File: src/rtl/post_out_writer_pkg.sv
// Shared types and constants for the post-processing output writer.
// The FSM state type lives here so every stage decodes states identically.
package post_out_writer_pkg;

   typedef enum logic [1:0] {
      ST_IDLE = 2'd0,
      ST_RUN  = 2'd1,
      ST_DONE = 2'd2
   } state_t;

   localparam int DEF_POX = 3;
   localparam int BEAT_W  = DEF_POX * 16;

   function automatic int beat_width(input int pox);
      return pox * 16;
   endfunction

endpackage

File: src/rtl/post_out_writer_sync_fifo.sv
// Show-ahead synchronous FIFO with full/empty/count.
// A push into a full FIFO is accepted only when a pop frees a slot in the same cycle.
module sync_fifo
   import post_out_writer_pkg::*;
#(
   parameter int W     = BEAT_W,
   parameter int DEPTH = 8
) (
   input  logic                     clk,
   input  logic                     rst,
   input  logic                     clr,
   input  logic                     push,
   input  logic [W-1:0]             push_data,
   input  logic                     pop,
   output logic [W-1:0]             head,
   output logic                     full,
   output logic                     empty,
   output logic [$clog2(DEPTH):0]   count
);
   localparam int AW = $clog2(DEPTH);
   localparam int CW = AW + 1;

   logic [W-1:0]  mem [DEPTH];
   logic [AW-1:0] wr_ptr;
   logic [AW-1:0] rd_ptr;
   logic          do_push;
   logic          do_pop;

   assign full    = (count == CW'(DEPTH));
   assign empty   = (count == {CW{1'b0}});
   assign do_pop  = pop && !empty;
   assign do_push = push && (!full || do_pop);
   assign head    = mem[rd_ptr];

   // Pointer and occupancy tracking; pointers wrap naturally since DEPTH is a power of 2
   always_ff @(posedge clk or negedge rst) begin
      if (!rst) begin
         wr_ptr <= {AW{1'b0}};
         rd_ptr <= {AW{1'b0}};
         count  <= {CW{1'b0}};
      end else if (clr) begin
         wr_ptr <= {AW{1'b0}};
         rd_ptr <= {AW{1'b0}};
         count  <= {CW{1'b0}};
      end else begin
         if (do_push) wr_ptr <= wr_ptr + AW'(1);
         if (do_pop)  rd_ptr <= rd_ptr + AW'(1);
         case ({do_push, do_pop})
            2'b10:   count <= count + CW'(1);
            2'b01:   count <= count - CW'(1);
            default: count <= count;
         endcase
      end
   end

   // Storage array; contents are don't-care until written
   always_ff @(posedge clk) begin
      if (do_push) mem[wr_ptr] <= push_data;
   end

endmodule

File: src/rtl/post_out_writer.sv
// Buffers post-processing beats and writes them to the output feature-map memory,
// walking channel/row/beat addresses incrementally and flagging tile completion.
module post_out_writer
   import post_out_writer_pkg::*;
#(
   parameter int POX    = DEF_POX,
   parameter int DEPTH  = 8,
   parameter int ADDR_W = 16,
   parameter int CNT_W  = 10
) (
   input  logic                clk,
   input  logic                rst,
   input  logic                start,
   input  logic [ADDR_W-1:0]   cfg_base,
   input  logic [CNT_W-1:0]    cfg_row_beats,
   input  logic [CNT_W-1:0]    cfg_rows,
   input  logic [CNT_W-1:0]    cfg_channels,
   input  logic [ADDR_W-1:0]   cfg_row_stride,
   input  logic [ADDR_W-1:0]   cfg_ch_stride,
   input  logic [POX*16-1:0]   in_data,
   input  logic                in_valid,
   output logic [ADDR_W-1:0]   wr_addr,
   output logic [POX*16-1:0]   wr_data,
   output logic                wr_valid,
   input  logic                wr_ready,
   output logic                busy,
   output logic                done,
   output logic                overflow,
   output logic                stray
);
   localparam int BW = beat_width(POX);

   state_t              state;
   state_t              state_nxt;
   logic [CNT_W-1:0]    row_beats_l, rows_l, channels_l;
   logic [ADDR_W-1:0]   row_stride_l, ch_stride_l;
   logic [CNT_W-1:0]    beat, row, ch;
   logic [ADDR_W-1:0]   ch_base, row_base, addr;
   logic                run, tile_start, zero_cfg, push, pop, drop;
   logic                last_beat, last_row, last_ch;
   logic                fifo_full, fifo_empty;
   logic [BW-1:0]       fifo_head;
   logic [$clog2(DEPTH):0] fifo_count_unused;

   assign run        = (state == ST_RUN);
   assign tile_start = (state == ST_IDLE) && start;
   assign zero_cfg   = (cfg_row_beats == {CNT_W{1'b0}}) || (cfg_rows == {CNT_W{1'b0}}) ||
                       (cfg_channels == {CNT_W{1'b0}});
   assign push       = run && in_valid;
   assign pop        = wr_valid && wr_ready;
   assign drop       = push && fifo_full && !pop;
   assign last_beat  = (beat == row_beats_l - CNT_W'(1));
   assign last_row   = (row == rows_l - CNT_W'(1));
   assign last_ch    = (ch == channels_l - CNT_W'(1));

   assign wr_valid = run && !fifo_empty;
   assign wr_data  = wr_valid ? fifo_head : {BW{1'b0}};
   assign wr_addr  = addr;
   assign busy     = run;
   assign done     = (state == ST_DONE);

   // Flushed on start so over-run beats from a previous tile never leak into the next
   sync_fifo #(.W(BW), .DEPTH(DEPTH)) u_fifo (
      .clk       (clk),
      .rst       (rst),
      .clr       (tile_start),
      .push      (push),
      .push_data (in_data),
      .pop       (pop),
      .head      (fifo_head),
      .full      (fifo_full),
      .empty     (fifo_empty),
      .count     (fifo_count_unused)
   );

   // State register
   always_ff @(posedge clk or negedge rst) begin
      if (!rst) state <= ST_IDLE;
      else      state <= state_nxt;
   end

   // Next-state decode
   always_comb begin
      state_nxt = state;
      case (state)
         ST_IDLE: begin
            if (start) state_nxt = zero_cfg ? ST_DONE : ST_RUN;
            else       state_nxt = ST_IDLE;
         end
         ST_RUN: begin
            if (pop && last_beat && last_row && last_ch) state_nxt = ST_DONE;
            else                                         state_nxt = ST_RUN;
         end
         ST_DONE: state_nxt = ST_IDLE;
         default: state_nxt = ST_IDLE;
      endcase
   end

   // Configuration latch and incremental address walk (no multipliers)
   always_ff @(posedge clk or negedge rst) begin
      if (!rst) begin
         row_beats_l  <= {CNT_W{1'b0}};
         rows_l       <= {CNT_W{1'b0}};
         channels_l   <= {CNT_W{1'b0}};
         row_stride_l <= {ADDR_W{1'b0}};
         ch_stride_l  <= {ADDR_W{1'b0}};
         beat         <= {CNT_W{1'b0}};
         row          <= {CNT_W{1'b0}};
         ch           <= {CNT_W{1'b0}};
         ch_base      <= {ADDR_W{1'b0}};
         row_base     <= {ADDR_W{1'b0}};
         addr         <= {ADDR_W{1'b0}};
      end else if (tile_start) begin
         row_beats_l  <= cfg_row_beats;
         rows_l       <= cfg_rows;
         channels_l   <= cfg_channels;
         row_stride_l <= cfg_row_stride;
         ch_stride_l  <= cfg_ch_stride;
         beat         <= {CNT_W{1'b0}};
         row          <= {CNT_W{1'b0}};
         ch           <= {CNT_W{1'b0}};
         ch_base      <= cfg_base;
         row_base     <= cfg_base;
         addr         <= cfg_base;
      end else if (pop) begin
         if (last_beat) begin
            beat <= {CNT_W{1'b0}};
            if (last_row) begin
               row      <= {CNT_W{1'b0}};
               ch       <= ch + CNT_W'(1);
               ch_base  <= ch_base + ch_stride_l;
               row_base <= ch_base + ch_stride_l;
               addr     <= ch_base + ch_stride_l;
            end else begin
               row      <= row + CNT_W'(1);
               row_base <= row_base + row_stride_l;
               addr     <= row_base + row_stride_l;
            end
         end else begin
            beat <= beat + CNT_W'(1);
            addr <= addr + ADDR_W'(1);
         end
      end
   end

   // Sticky error flags, cleared when a new tile is started
   always_ff @(posedge clk or negedge rst) begin
      if (!rst) begin
         overflow <= 1'b0;
         stray    <= 1'b0;
      end else if (tile_start) begin
         overflow <= 1'b0;
         stray    <= 1'b0;
      end else begin
         if (drop)               overflow <= 1'b1;
         if (in_valid && !run)   stray    <= 1'b1;
      end
   end

endmodule

File: config.mk
export PLATFORM = sky130hd
export DESIGN_NAME = post_out_writer
export DESIGN_NICKNAME = d
export VERILOG_FILES = /design/src/rtl/post_out_writer_pkg.sv /design/src/rtl/post_out_writer_sync_fifo.sv /design/src/rtl/post_out_writer.sv
export SDC_FILE = /design/constraint.sdc
export NUM_CORES = 1
export LEC_CHECK = 0
export ABC_AREA = 1
export BUFFER_PORTS_ARGS = -buffer_cell sky130_fd_sc_hd__buf_2
export CAP_MARGIN = 20
export CORE_ASPECT_RATIO = 1.75
export CORE_UTILIZATION = 25
export CTS_BUF_LIST = sky130_fd_sc_hd__clkbuf_2 sky130_fd_sc_hd__clkbuf_4 sky130_fd_sc_hd__clkbuf_8
export CTS_CLUSTER_SIZE = 28
export DETAILED_ROUTE_END_ITERATION = 7
export GPL_TIMING_DRIVEN = 1
export PLACE_DENSITY = 0.46
export REMOVE_ABC_BUFFERS = 1
export SYNTH_ARGS = -nofsm -noshare
export SYNTH_HDL_FRONTEND = slang
export SYNTH_SLANG_ARGS = --single-unit
File: constraint.sdc
create_clock -name clk -period 5.2 [get_ports clk]
set_input_delay 0.78 -clock clk [delete_from_list [all_inputs] [get_ports clk]]
set_output_delay 0.78 -clock clk [all_outputs]
set_load 0.02 [all_outputs]
==> out/qor.csv, run 1 <==
stage,metric,value,unit
cts,CTS tree,yes,
logic_synthesis,cell taking the most area after synthesis,edfxtp_1,
power_and_ir_drop,cell area power density,567,mW/mm^2
die,Core ar.,0.0985,mm^2
run,count of max-cap constraint violations,0,
timing,highest clock rate,232,MHz
place,GP Congestion,0.812,
logic_synthesis,share of the synthesized area in the top cell type,0.462,
worst_setup_path,CP endpoint kind,primary output,
routing,Met2 Wirelength,40.9,mm
routing,WL final,75.6,mm
worst_setup_path,crit-path max FO,55,
power_and_ir_drop,switching share of power,0.418,
die,I/O pin total,200,
routing,detailed-route via count,18757,
logic_synthesis,most frequent cells after synthesis,"nand2_1, nor2_1, edfxtp_1, o21ai_0, dfrtp_1",
timing,Setup Skew,35.2,ps
cts,TritonCTS Buffers,90,
worst_setup_path,crit path DAT,3530,ps
timing,crit share post-route,0.829,
logic_synthesis,Synth Warn #,0,
cts,clk_lat worst skew,750,ps
cts,Post-CTS Hold Buffers,0,
routing,routed length per instance,18.4,um
logic_synthesis,"Cell Area, Synth",0.0249,mm^2
logic_synthesis,Async SR Flop Fraction,0.286,
power_and_ir_drop,Comb pwr share,0.395,
routing,routed vias/inst,4.56,
routing,WL met3,4.33,mm
logic_synthesis,Synth Flop Type,edfxtp_1,
routing,DR DRC count,0,
cts,clk sink count,538,
timing,RSZ-0062 raised after global routing,false,
power_and_ir_drop,Clock power frac,0.243,
logic_synthesis,Yosys reg bits,538,
logic_synthesis,Mapped Cells,2535,
logic_synthesis,top-count cell post-synth,nand2_1,
power_and_ir_drop,Sequential Power Share,0.362,
power_and_ir_drop,overall power,16.6,mW
place,I/O Buffers,199,
global_route,total grt overflow,0,
logic_synthesis,Post-synth EDFFs,384,
global_route,initial antenna violation count,16,
cells_and_area,Layout Cells excl Fill,4113,
worst_setup_path,Required @ worst endpoint,4420,ps
cts,Clock Tree Root,clkbuf_8,
power_and_ir_drop,leak pwr,11.7,nW
global_route,largest net degree at the start of global routing,151,
logic_synthesis,Synth cell types,44,
die,Core Rows,152,
timing,final hold viol count,0,
cts,Post-CTS Setup Repair Bufs,0,
cells_and_area,cell area after layout,0.0293,mm^2
place,placed cell area,0.0274,mm^2
global_route,number of global-route vias before repair,19228,
die,die area,0.101,mm^2
cts,H-Tree Depth,3,
place,Post-DP HPWL,47.7,mm
min_path,Hold Crit Class,in2async,
cts,Max Root-Sink Buffers,3,
timing,min cycle time layout,4310,ps
cells_and_area,share of cells above drive strength 1,0.155,
global_route,first-pass GRT wire length,115,mm
power_and_ir_drop,Switching Power,6.95,mW
logic_synthesis,Synth area leaders,"edfxtp_1, dfrtp_1, nand2_1",
logic_synthesis,sequential area share after synthesis,0.617,
timing,Finish-stage setup viols,0,
logic_synthesis,"Avg Cell Area, Syn",9.84,um^2
timing,slew margin rel.,0.358,
timing,final max-slew violation count,0,
cts,Resized Gates After CTS,0,
power_and_ir_drop,internal power,9.67,mW
cells_and_area,Area growth syn-to-layout,17.5,%
power_and_ir_drop,maximum vdd drop,0.000360,V
timing,WHS,92.6,ps
status,status,"complete, no violations",
worst_setup_path,critical setup path kind,reg2out,
cts,"Reg clk slew, reported paths",70,ps
routing,TritonRoute pass-1 iters,5,
cells_and_area,Nets,2911,
die,initial core utilization,0.253,
die,die height,420,um
cells_and_area,Finished Core Util,0.297,
global_route,gr usage total,0.151,
timing,Worst-Margin Slew,960,ps
routing,ANT nets after route,0,
routing,initial DRC count,1021,
routing,top layer in use,met5,
place,placed insts,3953,
die,die width,241,um
routing,M1 WL,28.0,mm
worst_setup_path,R2R Setup Slk,1740,ps
worst_setup_path,kind of start point of the critical path,register,
sequential cells by signal, indices dropped and copies added, names as in the netlist, 2 cells and up:
register	cells
channels_l	10
u_fifo.wr_ptr	3
u_fifo.rd_ptr	3
ch_stride_l	16
beat	10
wr_addr	16
state	2
row	10
row_stride_l	16
row_beats_l	10
u_fifo.count	4
row_base	16
u_fifo.mem	384
ch_base	16
rows_l	10
ch	10
power by group through the flow:
stage | Combinational [mW] | Clock (mW) | Sequential (mW)
3_3_place_gp | 6.69 | 0 | 6.11
5_1_grt | 7.40 | 4.38 | 6.12
2_1_floorplan | 4.24 | 0 | 6.11
3_5_place_dp | 6.69 | 0 | 6.11
4_1_cts | 6.72 | 4.21 | 6.03
6_report | 6.57 | 4.03 | 6.02
metrics by stage:
stage / worst slack (ps) / setup TNS, ps
finish: 891 / 0
global route: 556 / 0
CTS: 726 / 0
detailed placement: 1600 / 0
global placement: 1620 / 0
floorplan: -3310 / -447290
layout make-up:
class / count / area [um^2]
inverter: 125 / 478
tap: 1309 / 1640
sequential: 538 / 15400
timing repair buffer: 228 / 1270
antenna: 1 / 2.50
fill: 10527 / 69200
clock inverter: 39 / 368
clock buffer: 120 / 1500
multi-input combinational: 1753 / 8650
placed cells by master, fill, tap and decap left out, types with 42 or more instances in the layout:
| cell type | instances |
|---|---|
| dfrtp_1 | 152 |
| nor2_1 | 394 |
| clkbuf_8 | 96 |
| a21oi_1 | 70 |
| edfxtp_1 | 384 |
| o21ai_0 | 310 |
| buf_2 | 198 |
| a31oi_1 | 50 |
| nand3_1 | 100 |
| inv_1 | 111 |
| nand2_1 | 530 |
| o22ai_1 | 56 |
| xor2_1 | 42 |
per-layer routing:
metal / GRT usage / up-vias
met1: 0.155 / 9056
met2: 0.287 / 404
met4: 0.0630 / 24
met5: 0 / -
met3: 0.0371 / 145
li1: - / 9128
path summary, 6_finish.rpt:
kind / start / endpoint / depth (start not counted)
worst max register to register: state[0] / u_fifo.mem[3][46] / 11
worst min register to register: ch_base[0] / ch_base[0] / 2
worst min-delay path: rst / wr_addr[8] / 1
min in group clk: cfg_row_stride[6] / row_stride_l[6] / 3
max in group asynchronous: rst / u_fifo.rd_ptr[1] / 2
worst max-delay path: u_fifo.rd_ptr[1] / wr_data[6] / 6
kinds of logic after synthesis:
group / after synthesis / synth area share
AO/OA/AOI/OAI: 507 / 0.109
XOR/XNOR: 70 / 0.0246
AND/OR/NAND/NOR: 1132 / 0.187
buffers and inverters: 244 / 0.0387
adder cells (fa/ha/maj): 44 / 0.0230
flip-flops: 538 / 0.617
critical path, cell delays in order, from the launching register on:
cell,delay [ps]
dfrtp_4,900
clkinv_2,620
buf_4,430
nor2_1,130
o21ai_0,80
a31oi_1,330
buf_2,240
No activity file was read; power rests on OpenSTA's default activity.
==> inputs of run 2 (changes only) <==
--- a/config.mk
+++ b/config.mk
@@ -5,7 +5,7 @@
 export SDC_FILE = /design/constraint.sdc
 export NUM_CORES = 1
 export LEC_CHECK = 0
-export ABC_AREA = 1
+export ABC_AREA = 0
 export BUFFER_PORTS_ARGS = -buffer_cell sky130_fd_sc_hd__buf_2
 export CAP_MARGIN = 20
 export CORE_ASPECT_RATIO = 1.75
@@ -14,7 +14,7 @@
 export CTS_CLUSTER_SIZE = 28
 export DETAILED_ROUTE_END_ITERATION = 7
 export GPL_TIMING_DRIVEN = 1
-export PLACE_DENSITY = 0.46
+export PLACE_DENSITY = 0.47
 export REMOVE_ABC_BUFFERS = 1
 export SYNTH_ARGS = -nofsm -noshare
 export SYNTH_HDL_FRONTEND = slang
==> constraint.sdc (replaced) <==
create_clock -name clk -period 3.57 [get_ports clk]
set_input_delay 0.5355 -clock clk [delete_from_list [all_inputs] [get_ports clk]]
set_output_delay 0.5355 -clock clk [all_outputs]
set_load 0.02 [all_outputs]
==> run 2 against run 1 <==
  * Die area down 2.6%
  * Global-route usage shrank 0.97 points
  * Flip-flop and latch count stayed put
  * Synthesized cell count down 31%
  * Power increased by 14%
  * Register-to-register slack lost 1500 ps
  * Setup slack worse by 640 ps
  * Sequential share of layout area fell by 0.81 points
  * Count of clock-buffer cells in the layout down 5
  * Non-clock buffer count increased by 101
  * Combinational power shrank 19%
  * Worst hold slack got worse by 8.6 ps
  * Critical endpoint is now wr_addr[15]
==> out/qor.csv, run 2 <==
stage,metric,value,unit,change
worst_setup_path,crit-path max cell delay,530,ps,-370 ps
cts,clk sink count,538,,unchanged
worst_setup_path,CP endpoint kind,register,,
logic_synthesis,"Avg Cell Area, Syn",13.8,um^2,+40%
power_and_ir_drop,internal power,12.7,mW,+32%
timing,RSZ-0062 raised after global routing,false,,
power_and_ir_drop,cell area power density,634,mW/mm^2,+12%
cells_and_area,max reg flops,384,,unchanged
place,GP Congestion,0.891,,+9.7%
routing,DR DRC count,0,,unchanged
timing,final hold viol count,0,,unchanged
cells_and_area,cell area after layout,0.0298,mm^2,+1.6%
timing,min cycle time layout,3310,ps,
logic_synthesis,Synth Flop Type,edfxtp_1,,
routing,detailed-route via count,15914,,-15%
power_and_ir_drop,Sequential Power Share,0.425,,+0.063
worst_setup_path,kind of start point of the critical path,register,,
routing,WL met3,3.27,mm,-24%
cells_and_area,Area growth syn-to-layout,22.6,%,
worst_setup_path,critical setup path kind,reg2reg,,
logic_synthesis,most frequent cells after synthesis,"edfxtp_1, nand2_1, dfrtp_1, nor2_1, mux4_2",,
cts,Clock Tree Root,clkbuf_8,,
timing,final max-slew violation count,0,,unchanged
cells_and_area,Layout Cells excl Fill,3460,,-16%
power_and_ir_drop,switching share of power,0.325,,-0.0932
routing,initial DRC count,612,,-40%
logic_synthesis,share of the synthesized area in the top cell type,0.475,,+0.0123
power_and_ir_drop,Comb pwr share,0.283,,-0.112
timing,Worst-Margin Slew,777,ps,-183 ps
routing,Met2 Wirelength,36.4,mm,-11%
cts,Max Root-Sink Buffers,3,,unchanged
die,Core ar.,0.0959,mm^2,-2.6%
cells_and_area,number of fill cells in the layout,9662,,-8.2%
logic_synthesis,Async SR Flop Fraction,0.286,,unchanged
place,DP Worst Slack,310,ps,-1290 ps
worst_setup_path,Required @ worst endpoint,4140,ps,-280 ps
routing,ANT nets after route,0,,unchanged
logic_synthesis,cell taking the most area after synthesis,edfxtp_1,,
cts,H-Tree Depth,3,,unchanged
timing,highest clock rate,302,MHz,
global_route,initial antenna violation count,11,,-5
logic_synthesis,"Cell Area, Synth",0.0243,mm^2,-2.6%
place,placed cell area,0.0272,mm^2,-0.73%
routing,WL final,69.1,mm,-8.6%
routing,TritonRoute pass-1 iters,5,,unchanged
global_route,first-pass GRT wire length,105,mm,-8.8%
worst_setup_path,cell type of the slowest stage on the worst timing path,a2111oi_1,,
timing,setup ws final,255,ps,-635 ps
routing,routed vias/inst,4.60,,+0.86%
logic_synthesis,Synth cell types,83,,+89%
worst_setup_path,crit path DAT,3880,ps,+350 ps
routing,top layer in use,met5,,
min_path,HP Start,cfg_row_beats[6],,
power_and_ir_drop,overall power,18.9,mW,+14%
power_and_ir_drop,Switching Power,6.13,mW,-12%
status,status,"complete, no violations",,
die,Core Rows,150,,-1.3%
routing,routed length per instance,20.0,um,+8.6%
timing,slew margin rel.,0.482,,+0.124
cells_and_area,Largest Register,u_fifo.mem,,
die,initial core utilization,0.253,,about the same
die,die width,238,um,-1.3%
place,I/O Buffers,199,,unchanged
worst_setup_path,crit-path max FO,8,,-85%
worst_setup_path,Worst Setup SP,row_stride_l[6],,
cells_and_area,Nets,2272,,-22%
worst_setup_path,worst-path cell chain,ha_1 -> a2111oi_1 -> o21ai_1 -> a41oi_1 -> o221ai_1 -> a21oi_1 -> o21ai_0 -> a221oi_1 -> nor3_1,,
cells_and_area,share of cells above drive strength 1,0.247,,+0.0920
place,Post-DP HPWL,45.5,mm,-4.6%
timing,Finish-stage setup viols,0,,unchanged
cts,CTS tree,yes,,
die,I/O pin total,200,,unchanged
run,count of max-cap constraint violations,0,,unchanged
cts,TritonCTS Buffers,87,,-3.3%
power_and_ir_drop,maximum vdd drop,0.000365,V,+1.4%
cells_and_area,footprint of the multi-input gates,0.00854,mm^2,-1.3%
timing,crit share post-route,0.928,,
logic_synthesis,sequential area share after synthesis,0.633,,+0.0164
logic_synthesis,top-count cell post-synth,edfxtp_1,,
power_and_ir_drop,Clock power frac,0.292,,+0.049
logic_synthesis,Synth area leaders,"edfxtp_1, dfrtp_1, mux4_2",,
cts,clk_lat worst skew,720,ps,-30 ps
worst_setup_path,RR Startpoint,row_stride_l[6],,
min_path,Hold Crit Class,in2reg,,
global_route,largest net degree at the start of global routing,71,,-53%
die,die height,414,um,-1.3%
logic_synthesis,Yosys reg bits,538,,unchanged
cells_and_area,Reg area,0.0154,mm^2,about the same
logic_synthesis,Post-synth EDFFs,384,,unchanged
cells_and_area,"commonest non-fill, non-tap cell in the layout",edfxtp_1,,
timing,Setup Skew,36.5,ps,+1.31 ps
global_route,total grt overflow,0,,unchanged
worst_setup_path,R2R Setup Slk,260,ps,-1480 ps
power_and_ir_drop,leak pwr,11.6,nW,-1.1%
logic_synthesis,Synth Warn #,0,,unchanged
die,die area,0.0985,mm^2,-2.6%
routing,M1 WL,26.7,mm,-4.5%
timing,WHS,84.1,ps,-8.55 ps
logic_synthesis,Mapped Cells,1759,,-31%
global_route,gr usage total,0.141,,-0.00970
cells_and_area,most frequent cells in the layout,"edfxtp_1, nand2_1, buf_2",,
global_route,number of global-route vias before repair,17441,,-9.3%
place,placed insts,3225,,-18%
cts,"Reg clk slew, reported paths",60,ps,about the same
[run 2: logic make-up (layout without fill, tap and decap cells)]
| logic type | after synthesis | count (layout) | share of synthesized area |
|---|---|---|---|
| adders and majority gates | 44 | 44 | 0.0236 |
| xor gates and xnor gates | 88 | 88 | 0.0317 |
| muxes | 165 | 165 | 0.118 |
| AOI/OAI and AO/OA | 238 | 238 | 0.0653 |
| buffers and inverters | 110 | 514 | 0.0182 |
| DFF | 538 | 538 | 0.633 |
| other | 0 | 5 | 0 |
| and+or+nand+nor | 576 | 576 | 0.110 |
[run 2: cell type report]
type                    instances  share of cell area
clock buffers                 115              0.0479
well taps                    1292              0.0543
diodes                          5            0.000420
repair buffers                329              0.0785
clock inverters                40              0.0110
inverters                      30             0.00378
flip-flops and latches        538               0.517
multi-input cells            1111               0.287
[run 2: metrics by stage]
step	util	TNS, ps
5_1_grt	0.310	0
6_report	0.310	0
3_5_place_dp	0.284	0
4_1_cts	0.310	0
3_3_place_gp	0.284	0
2_1_floorplan	-	-257580
[run 2: power groups by stage]
stage / combinational [mW] / sequential (mW) / clock, mW
2_1_floorplan: 3.35 / 8.32 / 0
3_3_place_gp: 5.31 / 8.15 / 0
3_5_place_dp: 5.35 / 8.20 / 0
4_1_cts: 5.52 / 8.04 / 5.76
5_1_grt: 5.82 / 8.10 / 5.97
6_report: 5.35 / 8.01 / 5.51
[run 2: worst max-delay path, delay by kind of cell, from the launching register on]
| kind | cells | cell delay (ps) |
|---|---|---|
| AO/OA/AOI/OAI | 7 | 2260 |
| adder cells (fa/ha/maj) | 1 | 420 |
| flip-flops | 1 | 380 |
| AND/OR/NAND/NOR | 1 | 110 |
[run 2: path summary, 6_finish.rpt]
check                                       end  depth (start not counted)
worst max-delay path                wr_addr[15]                          9
worst min-delay path             row_beats_l[6]                          3
worst max register to register      wr_addr[15]                          9
worst min register to register  row_stride_l[0]                          2
max in group asynchronous             rows_l[4]                          3
min in group asynchronous            wr_addr[2]                          2
[run 2: what timing repair did]
item,in CTS,in global routing
hold endpoints to repair,184,0
setup buffers,1,0
endpoints found under the setup margin,21,1
gates resized for setup,1,1
hold buffers,74,0
[run 2: metal layers]
layer  vias to the layer above  global-route usage
li1                       7287                   -
met1                      8050               0.154
met2                       425               0.260
met3                       142              0.0309
met4                        10              0.0632
met5                         -                   0
==> inputs of run 3 (changes only) <==
--- a/config.mk
+++ b/config.mk
@@ -7,14 +7,14 @@
 export LEC_CHECK = 0
 export ABC_AREA = 0
 export BUFFER_PORTS_ARGS = -buffer_cell sky130_fd_sc_hd__buf_2
-export CAP_MARGIN = 20
+export CAP_MARGIN = 40
 export CORE_ASPECT_RATIO = 1.75
-export CORE_UTILIZATION = 25
+export CORE_UTILIZATION = 40
 export CTS_BUF_LIST = sky130_fd_sc_hd__clkbuf_2 sky130_fd_sc_hd__clkbuf_4 sky130_fd_sc_hd__clkbuf_8
 export CTS_CLUSTER_SIZE = 28
 export DETAILED_ROUTE_END_ITERATION = 7
 export GPL_TIMING_DRIVEN = 1
-export PLACE_DENSITY = 0.47
+export PLACE_DENSITY = 0.65
 export REMOVE_ABC_BUFFERS = 1
 export SYNTH_ARGS = -nofsm -noshare
 export SYNTH_HDL_FRONTEND = slang
==> run 3 against run 2 <==
  * Core utilization up 16 points
  * Sequential power down 1%
  * Via count down 0.91%
  * Cell count down 17%
  * Power down 2.3%
  * Register-to-register slack better by 210 ps
  * Largest power group unchanged
  * Largest cell class unchanged
  * Wire length down 11%
  * Flip-flop and latch count unchanged
  * Clock skew up 5.3 ps
==> out/qor.csv, run 3 (synthesis gave the netlist of run 2 again) <==
stage,metric,value,unit,change
place,GP Congestion,0.895,,+0.43%
cts,clk_lat worst skew,700,ps,-20 ps
timing,final max-slew violation count,0,,unchanged
cells_and_area,Area growth syn-to-layout,17.2,%,
routing,DR DRC count,0,,unchanged
place,placed insts,2706,,-16%
die,die area,0.0618,mm^2,-37%
die,Core Rows,119,,-21%
power_and_ir_drop,maximum vdd drop,0.000505,V,+38%
worst_setup_path,Required @ worst endpoint,3030,ps,-1110 ps
status,status,"complete, no violations",,
routing,TritonRoute pass-1 iters,5,,unchanged
worst_setup_path,critical setup path kind,reg2out,,
power_and_ir_drop,switching share of power,0.321,,-0.00433
timing,Worst-Margin Slew,801,ps,+23.6 ps
cells_and_area,share of cells above drive strength 1,0.243,,-0.00393
timing,WHS,66.5,ps,-17.6 ps
global_route,number of global-route vias before repair,16654,,-4.5%
cells_and_area,Reg area,0.0154,mm^2,about the same
place,Post-DP HPWL,39.7,mm,-13%
global_route,largest net degree at the start of global routing,76,,+7.0%
worst_setup_path,crit path DAT,2810,ps,-1070 ps
cts,CTS tree,yes,,
power_and_ir_drop,Sequential Power Share,0.430,,+0.005
routing,WL final,61.2,mm,-11%
power_and_ir_drop,cell area power density,647,mW/mm^2,+2.2%
cells_and_area,"commonest non-fill, non-tap cell in the layout",edfxtp_1,,
timing,min cycle time layout,3350,ps,+34.3 ps
global_route,gr usage total,0.201,,+0.0598
timing,crit share post-route,0.938,,+0.00961
cells_and_area,footprint of the multi-input gates,0.00854,mm^2,about the same
cts,Clock Tree Root,clkbuf_8,,
routing,ANT nets after route,0,,unchanged
power_and_ir_drop,leak pwr,11.3,nW,-2.7%
timing,final hold viol count,0,,unchanged
die,initial core utilization,0.404,,+0.151
power_and_ir_drop,Clock power frac,0.280,,-0.012
cts,"Reg clk slew, reported paths",60,ps,about the same
worst_setup_path,CP endpoint kind,primary output,,
global_route,total grt overflow,0,,unchanged
cells_and_area,most frequent cells in the layout,"edfxtp_1, nand2_1, buf_2",,
timing,Finish-stage setup viols,0,,unchanged
power_and_ir_drop,Switching Power,5.91,mW,-3.6%
worst_setup_path,kind of start point of the critical path,register,,
power_and_ir_drop,Comb pwr share,0.291,,+0.008
cts,H-Tree Depth,3,,unchanged
die,die height,328,um,-21%
cells_and_area,number of fill cells in the layout,5327,,-45%
global_route,first-pass GRT wire length,94.4,mm,-9.8%
routing,routed length per instance,21.2,um,+6.4%
timing,RSZ-0062 raised after global routing,false,,
routing,initial DRC count,1011,,+65%
cts,clk sink count,538,,unchanged
min_path,Hold Crit Class,in2reg,,
routing,routed vias/inst,5.48,,+19%
timing,Setup Skew,41.9,ps,+5.35 ps
worst_setup_path,crit-path max FO,49,,+41
routing,detailed-route via count,15769,,-0.91%
die,Core ar.,0.0602,mm^2,-37%
cells_and_area,Largest Register,u_fifo.mem,,
global_route,initial antenna violation count,21,,+10
cells_and_area,max reg flops,384,,unchanged
cts,Max Root-Sink Buffers,3,,unchanged
place,I/O Buffers,199,,unchanged
run,count of max-cap constraint violations,0,,unchanged
power_and_ir_drop,internal power,12.5,mW,-1.6%
timing,slew margin rel.,0.464,,-0.0182
cts,Resized Gates After CTS,0,,-1
die,die width,188,um,-21%
cells_and_area,Nets,2209,,-2.8%
timing,highest clock rate,299,MHz,-1.0%
cts,TritonCTS Buffers,80,,-8.0%
cells_and_area,Layout Cells excl Fill,2880,,-17%
timing,setup TNS after final layout,0,ps,unchanged
die,I/O pin total,200,,unchanged
-- run 3: changes by cell type in the layout (fill, tap and decap cells not counted), sizes merged --
| cell | previous run | this run |
|---|---|---|
| dlygate4sd3 | 74 | 31 |
| buf | 255 | 242 |
| clkbuf | 115 | 105 |
| clkinv | 32 | 26 |
| diode | 5 | 3 |
| bufinv | 4 | 3 |
| inv | 34 | 35 |
-- run 3: layout make-up --
class | instances | share of cell area
diodes | 3 | 0.000264
clock buffers | 105 | 0.0477
clock inverters | 34 | 0.00993
inverters | 30 | 0.00395
multi-input cells | 1111 | 0.300
flip-flops and latches | 538 | 0.541
well taps | 786 | 0.0345
repair buffers | 273 | 0.0631
-- run 3: what timing repair did --
action / 4_1_cts / 5_1_grt
buffers inserted: 1 / 0
setup endpoints to repair: 1 / 0
hold buffers: 31 / 0
endpoints found under the hold margin: 103 / 0
-- run 3: worst max-delay path, cell delays in order, from the launching register on --
cell	delay (ps)
dfrtp_1	400
or3_1	460
o21ai_4	150
buf_4	630
nor2_1	220
buf_2	220
-- run 3: worst paths after layout --
check	start	to	slack, ps	cells after the start
setup / recovery	u_fifo.count[1]	wr_data[11]	220	5
hold / removal	cfg_row_stride[14]	row_stride_l[14]	70	3
setup reg to reg	row_beats_l[0]	wr_addr[10]	470	10
hold reg to reg	row_stride_l[10]	row_stride_l[10]	480	2
max in group asynchronous	rst	u_fifo.rd_ptr[0]	2220	3
min in group asynchronous	rst	rows_l[4]	430	2
-- run 3: layer usage --
metal,global-route usage,vias to the layer above,share of wire,wire length (um)
met3,0.0521,164,0.070,4300
met1,0.221,7865,0.37,22600
met5,0,-,0.0026,161
met2,0.360,552,0.52,32000
li1,-,7162,-,-
met4,0.0940,26,0.035,2160
-- run 3: through the flow --
stage,util,setup WS (ps),cell area (um^2),power [mW]
CTS,0.473,122,28500,18.7
global placement,0.440,619,26500,13.3
floorplan,-,-1720,24000,11.7
global route,0.473,57.6,28500,19.3
finish,0.473,221,28500,18.4
detailed placement,0.440,489,26500,13.4
-- run 3: power by group through the flow --
stage | Clock [mW] | Sequential [mW] | Combinational, mW
6_report | 5.16 | 7.92 | 5.36
5_1_grt | 5.57 | 7.99 | 5.79
4_1_cts | 5.33 | 7.93 | 5.47
3_5_place_dp | 0 | 8.10 | 5.33
3_3_place_gp | 0 | 8.06 | 5.29
2_1_floorplan | 0 | 8.32 | 3.35
